$ cat src/rtl/pmem_arbiter_pkg.sv
// Shared types for the physical-memory line arbiter.
//   arb_state_t   : arbiter FSM states (IDLE -> I_BUSY | D_BUSY -> RESP -> IDLE)
//   arb_grant_t   : which client owns the current transaction
//   LINE_OFFSET_W : byte-offset bits inside one cacheline (32-byte lines)
package rv32i_types;

    localparam int LINE_OFFSET_W = 5;

    typedef enum logic [1:0] {
        IDLE   = 2'd0,
        I_BUSY = 2'd1,
        D_BUSY = 2'd2,
        RESP   = 2'd3
    } arb_state_t;

    typedef enum logic {
        GRANT_I = 1'b0,
        GRANT_D = 1'b1
    } arb_grant_t;

endpackage

$ cat src/rtl/pmem_arbiter_if.sv
// Bundle of every client-side and memory-side signal of the line arbiter.
//   slave  : arbiter view (takes cache requests, drives the pmem port)
//   master : environment view (caches and cacheline adaptor)
//
// Handshake: a requester raises its read/write strobe with address (and
// write line) and holds them until its one-cycle resp pulse; the line on
// *_rdata is valid only in that resp cycle. On the memory side the arbiter
// holds pmem_read/pmem_write/pmem_address/pmem_wdata stable until the
// adaptor returns a single-cycle pmem_resp (with pmem_rdata for reads).
interface pmem_arbiter_if #(
    parameter int ADDR_W = 32,
    parameter int LINE_W = 256
);
    logic              i_read;
    logic [ADDR_W-1:0] i_address;
    logic [LINE_W-1:0] i_rdata;
    logic              i_resp;

    logic              d_read;
    logic              d_write;
    logic [ADDR_W-1:0] d_address;
    logic [LINE_W-1:0] d_wdata;
    logic [LINE_W-1:0] d_rdata;
    logic              d_resp;

    logic              pmem_read;
    logic              pmem_write;
    logic [ADDR_W-1:0] pmem_address;
    logic [LINE_W-1:0] pmem_wdata;
    logic [LINE_W-1:0] pmem_rdata;
    logic              pmem_resp;

    modport slave (
        input  i_read, i_address,
        output i_rdata, i_resp,
        input  d_read, d_write, d_address, d_wdata,
        output d_rdata, d_resp,
        output pmem_read, pmem_write, pmem_address, pmem_wdata,
        input  pmem_rdata, pmem_resp
    );

    modport master (
        output i_read, i_address,
        input  i_rdata, i_resp,
        output d_read, d_write, d_address, d_wdata,
        input  d_rdata, d_resp,
        input  pmem_read, pmem_write, pmem_address, pmem_wdata,
        output pmem_rdata, pmem_resp
    );

endinterface

$ cat src/rtl/pmem_arb_sel.sv
// Combinational winner pick between I-cache and D-cache requests.
//   i_req_i      : I-cache request pending
//   i_req_d      : D-cache request pending (read or write)
//   i_last_grant : previous winner (only with ARB_ROUND_ROBIN_EN)
//   o_grant      : chosen side; meaningful only when a request is pending
// Build option: ARB_ROUND_ROBIN_EN -> alternate on contention,
// otherwise fixed D-over-I priority.
module pmem_arb_sel
    import rv32i_types::*;
(
    input  logic       i_req_i,
    input  logic       i_req_d,
`ifdef ARB_ROUND_ROBIN_EN
    input  arb_grant_t i_last_grant,
`endif
    output arb_grant_t o_grant
);

    always_comb begin
        o_grant = GRANT_I;
`ifdef ARB_ROUND_ROBIN_EN
        if (i_req_i && i_req_d) begin
            // Contention: hand the grant to the side that did not win last.
            o_grant = (i_last_grant == GRANT_D) ? GRANT_I : GRANT_D;
        end else if (i_req_d) begin
            o_grant = GRANT_D;
        end else if (i_req_i) begin
            o_grant = GRANT_I;
        end
`else
        if (i_req_d) begin
            o_grant = GRANT_D;
        end else if (i_req_i) begin
            o_grant = GRANT_I;
        end
`endif
    end

endmodule

$ cat src/rtl/pmem_arbiter.sv
// Merges I-cache and D-cache line misses onto the single pmem line port.
// One transaction at a time: the winner's op/address/line are latched in
// IDLE, replayed to the adaptor while busy, and a one-cycle resp plus the
// captured line are returned to the winner.
// Ports:
//   clk, rst    : clock, asynchronous active-high reset
//   bus         : pmem_arbiter_if.slave (cache requests + pmem port)
//   o_dbg_state : current FSM state, for observation only
// Build option: ARB_ROUND_ROBIN_EN (round-robin on contention, adds
// last_grant register); undefined gives fixed D-over-I priority.
module pmem_arbiter
    import rv32i_types::*;
#(
    parameter int ADDR_W = 32,   // must match the interface instance
    parameter int LINE_W = 256
)(
    input  logic                clk,
    input  logic                rst,
    pmem_arbiter_if.slave       bus,
    output arb_state_t          o_dbg_state
);

    // Clears the byte offset so pmem only ever sees line-aligned addresses.
    localparam logic [ADDR_W-1:0] LINE_MASK =
        {{(ADDR_W-LINE_OFFSET_W){1'b1}}, {LINE_OFFSET_W{1'b0}}};

    arb_state_t        r_state;
    arb_state_t        w_next_state;
    arb_grant_t        r_owner;
    logic              r_op_write;
    logic [ADDR_W-1:0] r_addr;
    logic [LINE_W-1:0] r_wdata;
    logic [LINE_W-1:0] r_line;

    logic              w_req_i;
    logic              w_req_d;
    logic              w_take;
    logic              w_busy;
    arb_grant_t        w_grant;

    assign w_req_i = bus.i_read;
    assign w_req_d = bus.d_read | bus.d_write;
    assign w_take  = (r_state == IDLE) && (w_req_i || w_req_d);
    assign w_busy  = (r_state == I_BUSY) || (r_state == D_BUSY);

`ifdef ARB_ROUND_ROBIN_EN
    arb_grant_t r_last_grant;

    always_ff @(posedge clk or posedge rst) begin
        if (rst) begin
            r_last_grant <= GRANT_I;
        end else if (w_take) begin
            r_last_grant <= w_grant;
        end
    end
`endif

    pmem_arb_sel u_sel (
        .i_req_i      (w_req_i),
        .i_req_d      (w_req_d),
`ifdef ARB_ROUND_ROBIN_EN
        .i_last_grant (r_last_grant),
`endif
        .o_grant      (w_grant)
    );

    always_ff @(posedge clk or posedge rst) begin
        if (rst) begin
            r_state <= IDLE;
        end else begin
            r_state <= w_next_state;
        end
    end

    always_comb begin
        w_next_state     = r_state;
        bus.pmem_read    = 1'b0;
        bus.pmem_write   = 1'b0;
        bus.pmem_address = '0;
        bus.pmem_wdata   = '0;
        bus.i_resp       = 1'b0;
        bus.d_resp       = 1'b0;
        unique case (r_state)
            IDLE: begin
                if (w_take) begin
                    w_next_state = (w_grant == GRANT_D) ? D_BUSY : I_BUSY;
                end
            end
            I_BUSY, D_BUSY: begin
                // Only latched copies reach pmem, so client changes are invisible.
                bus.pmem_read    = ~r_op_write;
                bus.pmem_write   = r_op_write;
                bus.pmem_address = r_addr;
                bus.pmem_wdata   = r_wdata;
                if (bus.pmem_resp) begin
                    w_next_state = RESP;
                end
            end
            RESP: begin
                bus.i_resp   = (r_owner == GRANT_I);
                bus.d_resp   = (r_owner == GRANT_D);
                w_next_state = IDLE;
            end
            default: begin
                w_next_state = IDLE;
            end
        endcase
    end

    // Transaction latch and line buffer.
    always_ff @(posedge clk or posedge rst) begin
        if (rst) begin
            r_owner    <= GRANT_I;
            r_op_write <= 1'b0;
            r_addr     <= '0;
            r_wdata    <= '0;
            r_line     <= '0;
        end else begin
            if (w_take) begin
                r_owner <= w_grant;
                if (w_grant == GRANT_D) begin
                    // d_read together with d_write is a write.
                    r_op_write <= bus.d_write;
                    r_addr     <= bus.d_address & LINE_MASK;
                    r_wdata    <= bus.d_wdata;
                end else begin
                    r_op_write <= 1'b0;
                    r_addr     <= bus.i_address & LINE_MASK;
                    r_wdata    <= '0;
                end
            end
            if (w_busy && bus.pmem_resp && !r_op_write) begin
                r_line <= bus.pmem_rdata;
            end
        end
    end

    assign bus.i_rdata  = r_line;
    assign bus.d_rdata  = r_line;
    assign o_dbg_state  = r_state;

endmodule
$ cat src/flat_wrapper.sv
// flat-port wrapper written by rule: the top's interface ports become plain ports
module pmem_arbiter_flat import rv32i_types::*;
#(
    parameter int ADDR_W = 32,                                       
    parameter int LINE_W = 256
)
  (clk, rst, o_dbg_state, bus_i_read, bus_i_address, bus_i_rdata, bus_i_resp, bus_d_read, bus_d_write, bus_d_address, bus_d_wdata, bus_d_rdata, bus_d_resp, bus_pmem_read, bus_pmem_write, bus_pmem_address, bus_pmem_wdata, bus_pmem_rdata, bus_pmem_resp);
  pmem_arbiter_if #(.ADDR_W(ADDR_W), .LINE_W(LINE_W)) bus_i ();
  input  logic clk;
  input  logic rst;
  output arb_state_t o_dbg_state;
  input wire logic [$bits(bus_i.i_read)-1:0] bus_i_read;
  input wire logic [$bits(bus_i.i_address)-1:0] bus_i_address;
  output wire logic [$bits(bus_i.i_rdata)-1:0] bus_i_rdata;
  output wire logic [$bits(bus_i.i_resp)-1:0] bus_i_resp;
  input wire logic [$bits(bus_i.d_read)-1:0] bus_d_read;
  input wire logic [$bits(bus_i.d_write)-1:0] bus_d_write;
  input wire logic [$bits(bus_i.d_address)-1:0] bus_d_address;
  input wire logic [$bits(bus_i.d_wdata)-1:0] bus_d_wdata;
  output wire logic [$bits(bus_i.d_rdata)-1:0] bus_d_rdata;
  output wire logic [$bits(bus_i.d_resp)-1:0] bus_d_resp;
  output wire logic [$bits(bus_i.pmem_read)-1:0] bus_pmem_read;
  output wire logic [$bits(bus_i.pmem_write)-1:0] bus_pmem_write;
  output wire logic [$bits(bus_i.pmem_address)-1:0] bus_pmem_address;
  output wire logic [$bits(bus_i.pmem_wdata)-1:0] bus_pmem_wdata;
  input wire logic [$bits(bus_i.pmem_rdata)-1:0] bus_pmem_rdata;
  input wire logic [$bits(bus_i.pmem_resp)-1:0] bus_pmem_resp;
  assign bus_i.i_read = bus_i_read;
  assign bus_i.i_address = bus_i_address;
  assign bus_i_rdata = bus_i.i_rdata;
  assign bus_i_resp = bus_i.i_resp;
  assign bus_i.d_read = bus_d_read;
  assign bus_i.d_write = bus_d_write;
  assign bus_i.d_address = bus_d_address;
  assign bus_i.d_wdata = bus_d_wdata;
  assign bus_d_rdata = bus_i.d_rdata;
  assign bus_d_resp = bus_i.d_resp;
  assign bus_pmem_read = bus_i.pmem_read;
  assign bus_pmem_write = bus_i.pmem_write;
  assign bus_pmem_address = bus_i.pmem_address;
  assign bus_pmem_wdata = bus_i.pmem_wdata;
  assign bus_i.pmem_rdata = bus_pmem_rdata;
  assign bus_i.pmem_resp = bus_pmem_resp;
  pmem_arbiter #(.ADDR_W(ADDR_W), .LINE_W(LINE_W)) u_core (.clk(clk), .rst(rst), .bus(bus_i), .o_dbg_state(o_dbg_state));
endmodule
$ cat config.mk
export PLATFORM = sky130hd
export DESIGN_NAME = pmem_arbiter_flat
export DESIGN_NICKNAME = d
export VERILOG_FILES = /design/src/rtl/pmem_arbiter_pkg.sv /design/src/rtl/pmem_arbiter_if.sv /design/src/rtl/pmem_arb_sel.sv /design/src/rtl/pmem_arbiter.sv /design/src/flat_wrapper.sv
export SDC_FILE = /design/constraint.sdc
export NUM_CORES = 1
export LEC_CHECK = 0
export ABC_AREA = 1
export BUFFER_PORTS_ARGS = -buffer_cell sky130_fd_sc_hd__buf_4
export CAP_MARGIN = 20
export CORE_AREA = 4 4 534 536
export CTS_CLUSTER_SIZE = 14
export DETAILED_ROUTE_END_ITERATION = 8
export DIE_AREA = 0 0 538 540
export HOLD_SLACK_MARGIN = 0.03
export PLACE_DENSITY = 0.3
export REMOVE_ABC_BUFFERS = 1
export SKIP_LAST_GASP = 1
export SLEW_MARGIN = 40
export SYNTH_ARGS = -nofsm -noshare
export SYNTH_HDL_FRONTEND = slang
export SYNTH_HIERARCHICAL = 1
export SYNTH_SLANG_ARGS = --single-unit
$ cat constraint.sdc
create_clock -name clk -period 52 [get_ports clk]
set_clock_uncertainty 0.2 [all_clocks]
set_input_delay 7.8 -clock clk [delete_from_list [all_inputs] [get_ports clk]]
set_output_delay 7.8 -clock clk [all_outputs]
set_load 0.02 [all_outputs]
==> results.md, run 1 <==
* CTS tree: done
* Setup-failing EPs final at 0
* Post-synthesis sequential area ratio at 0.521
* Rows at 195
* Register area at 13600 µm²
* Clk pin slew, worst setup/hold paths at 0.06 ns
* CTS Buffer Depth at 3
* Total CTS buffers at 82
* Post-CTS sizing at 0
* Die height at 540 µm
* Post-layout min period at about 12 ns
* Clk_lat worst skew at between 0.6 and 0.7 ns
* Slew headroom at 0.450
* Slew Limit Fails at 0
* DIE AREA at 291000 µm²
* GRT Overall Usage at 0.120
* IO buf count at 1372
* Req. time, crit path at 44.00 ns
* Most frequent cells in the layout: 1457 x nand2_1, 1388 x buf_4, 543 x dfrtp_1, 290 x inv_1, 287 x nand3_1
* Final wirelength at 184000 µm
* Hold slack at approximately 0.27 ns
* Share of layout cells above drive strength 1 at 0.350
* Min-delay worst type: register to register
* CTS Hold Bufs at 0
* Initial core utilization at 0.0929
* Gr ovfl total at 0
* Worst Tran Pin Value at 0.825 ns
* Final nets at 4929
* FF-to-FF setup slack at 48.05 ns
* Area grow syn2layout at 58.1%
* Critical path arrival at ~3.8 ns
* Via count at 26400
* Post-Syn Area at 26100 µm²
* Cell Pwr Density at 75.0 nW/µm²
* Fill cells at 32500
* Initial antenna violation count at 72
* First-pass GRT wire length at between 200000 and 250000 µm
* Vias in the first global route at ~27000
* Leading cell type in the layout, fill and taps excluded: nand2_1
* Synth cell types at 20
* Warnings, synthesis at 6
* Clock root cell: clkbuf_16
* Post-CTS setup buffer count at 0
* IO Count at around 1400
* Critical Path, Cell by Cell: inv_1 > ha_4 > buf_6 > buf_4 > nand2_1 > inv_1 > buf_4
* Post-Syn Area per Cell at 7.84 µm²
* Leakage at roughly 23 nW
* CORE AREA at 281000 µm²
* Fmax at 0.0850 GHz
* Max-Cap Viols at 0
* First-pass DRT Iterations at 5
* Crit-path max cell delay at 0.71 ns
* Iteration-0 DRC Markers at 1290
* Die width at 538 µm
* Via density at 3.24
* H-tree depth reported by CTS at 3
* CP Capture Type: primary output
* Final hold vios at 0
* Mapped Cells at approximately 3300
* Crit Path Max Fanout at 67
* Maximum VDD drop at 0.0341 mV
* RSZ-0062 raised after global routing: false
* Routability cong. at 0.832
* #FFs+latches synth at 543
* TritonCTS Sinks at 543
* Routed len/inst at 22.5 µm
* Run status: finished clean
* Fin Setup TNS at 0 ns
* Drt drc at 0
* DP HPWL at 147000 µm
* Final cycle utilization of the critical path at 0.226
* Multi-input logic area at 8340 µm²
* Crit path kind: register to primary output
* Largest net degree at the start of global routing at 121
* Worst setup SP type: register
* Slowest cell on crit path: buf_4
* Post-route ant nets at 0
worst max-delay path, delay by kind of cell, from the launching register on:
| kind | cells | cell delay [ns] |
|---|---|---|
| simple gates | 1 | 0.38 |
| flops | 1 | 0.40 |
| buf+inv | 5 | 1.59 |
| fa+ha+maj | 1 | 0.53 |
where the power goes:
part | internal [mW] | leakage, nW | total (mW) | switching (mW)
Sequential | 0.618 | 6.83 | 0.834 | 0.216
Clock | 0.360 | 1.37 | 0.597 | 0.236
Combinational | 0.561 | 14.4 | 1.66 | 1.10
area by class of cell:
type / count / share of cell area
flip-flops and latches: 543 / 0.330
repair buffers: 1407 / 0.259
multi-input cells: 2016 / 0.202
well taps: 3743 / 0.114
clock buffers: 125 / 0.0594
inverters: 294 / 0.0271
clock inverters: 24 / 0.00913
diodes: 3 / 0.000182
layer usage:
metal / share of wire / global-route usage / vias to the layer above
met2: 0.49 / 0.213 / 1194
met3: 0.081 / 0.0366 / 281
met1: 0.39 / 0.139 / 12900
li1: - / - / 12000
met4: 0.033 / 0.0324 / 4
met5: 0.00011 / 0 / -
flip-flops by register name, indices dropped and copies added (netlist names):
| register | count |
|---|---|
| u_core/r_wdata | 256 |
| u_core/o_dbg_state | 2 |
| u_core/r_op_write | 1 |
| u_core/bus.d_rdata | 256 |
| u_core/r_owner | 1 |
| u_core/r_addr | 27 |
kinds of logic after synthesis:
group,share of synthesized area
AO/OA/AOI/OAI,0.0493
buffers and inverters,0.161
adder cells (fa/ha/maj),0.00144
flip-flops,0.521
AND/OR/NAND/NOR,0.267
other,0.000144
Yosys cell counts:
cell type / instances / area (µm²)
clkbuf_1: 79 / 297
nand2_2: 1 / 6.26
buf_4: 292 / 2190
dfrtp_1: 543 / 13600
nand3_1: 287 / 1440
nor2_2: 1 / 6.26
inv_1: 293 / 1100
buf_1: 9 / 33.8
nor2_1: 1 / 3.75
o21ai_1: 202 / 1010
nor2_4: 1 / 11.3
o21ai_0: 55 / 275
ha_1: 3 / 37.5
nand2_1: 1458 / 5470
nand2_4: 1 / 11.3
inv_2: 1 / 3.75
buf_2: 85 / 425
or2_2: 1 / 6.26
buf_6: 14 / 158
conb_1: 1 / 3.75
through the flow:
| step | cell area (µm²) | util | setup WS (ns) | std cells | total power [mW] |
|---|---|---|---|---|---|
| after CTS | 41200 | 0.147 | 39.91 | 8151 | 3.18 |
| after global placement | 38300 | 0.136 | 39.80 | 8001 | 2.55 |
| after global routing | 41200 | 0.147 | 39.84 | 8153 | 3.31 |
| final | 41200 | 0.147 | 40.23 | 8155 | 3.09 |
| after detailed placement | 38400 | 0.137 | 40.32 | 8002 | 2.55 |
| after floorplan | 23000 | - | 28.82 | 2853 | 1.64 |
path summary, 6_finish.rpt:
path / startpoint / to / cells past startpoint
worst min-delay path: u_core/r_addr[10] / u_core/r_addr[10] / 2
min in group asynchronous: rst / u_core/bus.d_rdata[60] / 2
max in group asynchronous: rst / u_core/bus.d_rdata[235] / 6
worst min register to register: u_core/r_addr[10] / u_core/r_addr[10] / 2
worst max-delay path: u_core/o_dbg_state[0] / bus_pmem_wdata[169] / 7
worst max register to register: u_core/o_dbg_state[0] / u_core/bus.d_rdata[194] / 11
(Power assumes the default switching activity.)
==> inputs of run 2 (changes only) <==
==> constraint.sdc (replaced) <==
create_clock -name clk -period 10.41 [get_ports clk]
set_clock_uncertainty 0.2 [all_clocks]
set_input_delay 1.5615 -clock clk [delete_from_list [all_inputs] [get_ports clk]]
set_output_delay 1.5615 -clock clk [all_outputs]
set_load 0.02 [all_outputs]
==> results.md, run 2 (synthesized netlist as in run 1, its figures left out) <==
* Run status: finished clean
* Leading cell type in the layout, fill and taps excluded: nand2_1
* Area after DPL at 38400 µm²
* Fin Setup TNS at 0 ns
* Critical path arrival at 3.56 ns
* Slowest cell on crit path: buf_6
* Dpl cells at 8000
* Initial core utilization at 0.0929
* Iteration-0 DRC Markers at 1253
* First-pass DRT Iterations at 5
* Worst r2r path cells at 11
* Fmax at 0.188 GHz
* Initial antenna violation count at 64
* Crit Path Max Fanout at 85
* Crit-path max cell delay at roughly 0.67 ns
* Routed len/inst at 22.6 µm
* Die height at 540 µm
* Req. time, crit path at between 8 and 9 ns
* Crit path kind: register to primary output
* CTS Hold Bufs at 0
* Final cycle utilization of the critical path at 0.511
* DP HPWL at around 150000 µm
* Via count at 26200
* Slew Limit Fails at 0
* Worst setup SP type: register
* TritonCTS Sinks at 543
* Total CTS buffers at 84
* GRT Overall Usage at 0.121
* Clk_lat worst skew at 0.67 ns
* Finished Layout Cells at roughly 8200
* Rows at roughly 200
* Post-CTS setup buffer count at 0
* Vias in the first global route at ~27000
* Die width at approximately 540 µm
* IO buf count at 1372
* Post-CTS sizing at 0
* Post-route ant nets at 0
* Cell Pwr Density at 374 nW/µm²
* H-tree depth reported by CTS at 3
* Final nets at 4931
* CP Capture Type: primary output
* CORE AREA at between 200000 and 300000 µm²
* RSZ-0062 raised after global routing: false
* Leakage at 22.6 nW
* Slew headroom at 0.342
* Worst Tran Pin Value at 0.988 ns
* DIE AREA at 291000 µm²
* Setup-failing EPs final at 0
* Max-Cap Viols at 0
* Gr ovfl total at 0
* Clock root cell: clkbuf_16
* Critical Path, Cell by Cell: inv_1 > ha_4 > buf_4 > buf_6 > nand2_1 > inv_1 > buf_4
* Clk pin slew, worst setup/hold paths at 0.06 ns
* First-pass GRT wire length at 243000 µm
* Final hold vios at 0
* Largest net degree at the start of global routing at approximately 170
* Pwr Total at 15.4 mW
* Share of layout cells above drive strength 1 at 0.349
* Post-layout min period at 5.32 ns
* Drt drc at 0
* Final wirelength at 184000 µm
* Final core utilization at 0.147
* Most frequent cells in the layout: 1457 x nand2_1, 1390 x buf_4, 543 x dfrtp_1, 290 x inv_1, 287 x nand3_1
* Final Instance Area at between 40000 and 50000 µm²
* Routability cong. at 0.838
* Via density at 3.21
* Min-delay worst type: register to register
* IO Count at 1388
* Area grow syn2layout at 58.3%
* Hold Path Depth at 2
* CTS Buffer Depth at 3
* Maximum VDD drop at 0.189 mV
* CTS tree: done
[run 2: cell types whose count changed in the layout (fill, tap and decap cells not counted), sizes merged]
cell,before,now
clkbuf,125,126
clkinv,11,7
diode,3,9
inv,297,301
[run 2: where the power goes]
part / switching [mW] / internal (mW)
Clock: 1.20 / 1.78
Sequential: 1.13 / 3.09
Combinational: 5.44 / 2.81
Total: 7.77 / 7.67
[run 2: final timing paths]
| kind | startpoint | end | slack, ns |
|---|---|---|---|
| worst max-delay path | u_core/o_dbg_state[0] | bus_pmem_wdata[237] | 5.09 |
| worst min-delay path | u_core/r_addr[13] | u_core/r_addr[13] | 0.27 |
| worst max register to register | u_core/o_dbg_state[0] | u_core/bus.d_rdata[239] | 6.31 |
| worst min register to register | u_core/r_addr[13] | u_core/r_addr[13] | 0.27 |
| max in group asynchronous | rst | u_core/bus.d_rdata[15] | 7.47 |
| min in group asynchronous | rst | u_core/bus.d_rdata[60] | 0.75 |
[run 2: routing by layer]
metal	track usage	vias up	routed length, µm
met5	0	-	7
met2	0.213	1142	90500
met4	0.0329	2	5900
li1	-	12000	-
met3	0.0394	262	16000
met1	0.139	12800	71700
[run 2: area by class of cell]
type | instances | area [µm²]
repair buffers | 1407 | 10700
multi-input cells | 2016 | 8340
diodes | 9 | 22.5
flip-flops and latches | 543 | 13600
inverters | 294 | 1120
clock inverters | 24 | 382
clock buffers | 126 | 2410
well taps | 3743 | 4680
fillers | 32500 | 240000
[run 2: worst max-delay path: cells and delay by family (launching register included)]
kind	cells	cell delay (ns)
adder cells (fa/ha/maj)	1	0.44
buffers and inverters	5	1.62
AND/OR/NAND/NOR	1	0.26
flip-flops	1	0.41
[run 2: through the flow]
stage                     hold slack, ns  setup WS, ns
after global routing               0.299          4.67
after floorplan                    0.242         -7.11
after CTS                          0.273          4.75
final                              0.270          5.09
after global placement             0.255          5.26
after detailed placement           0.259          5.42
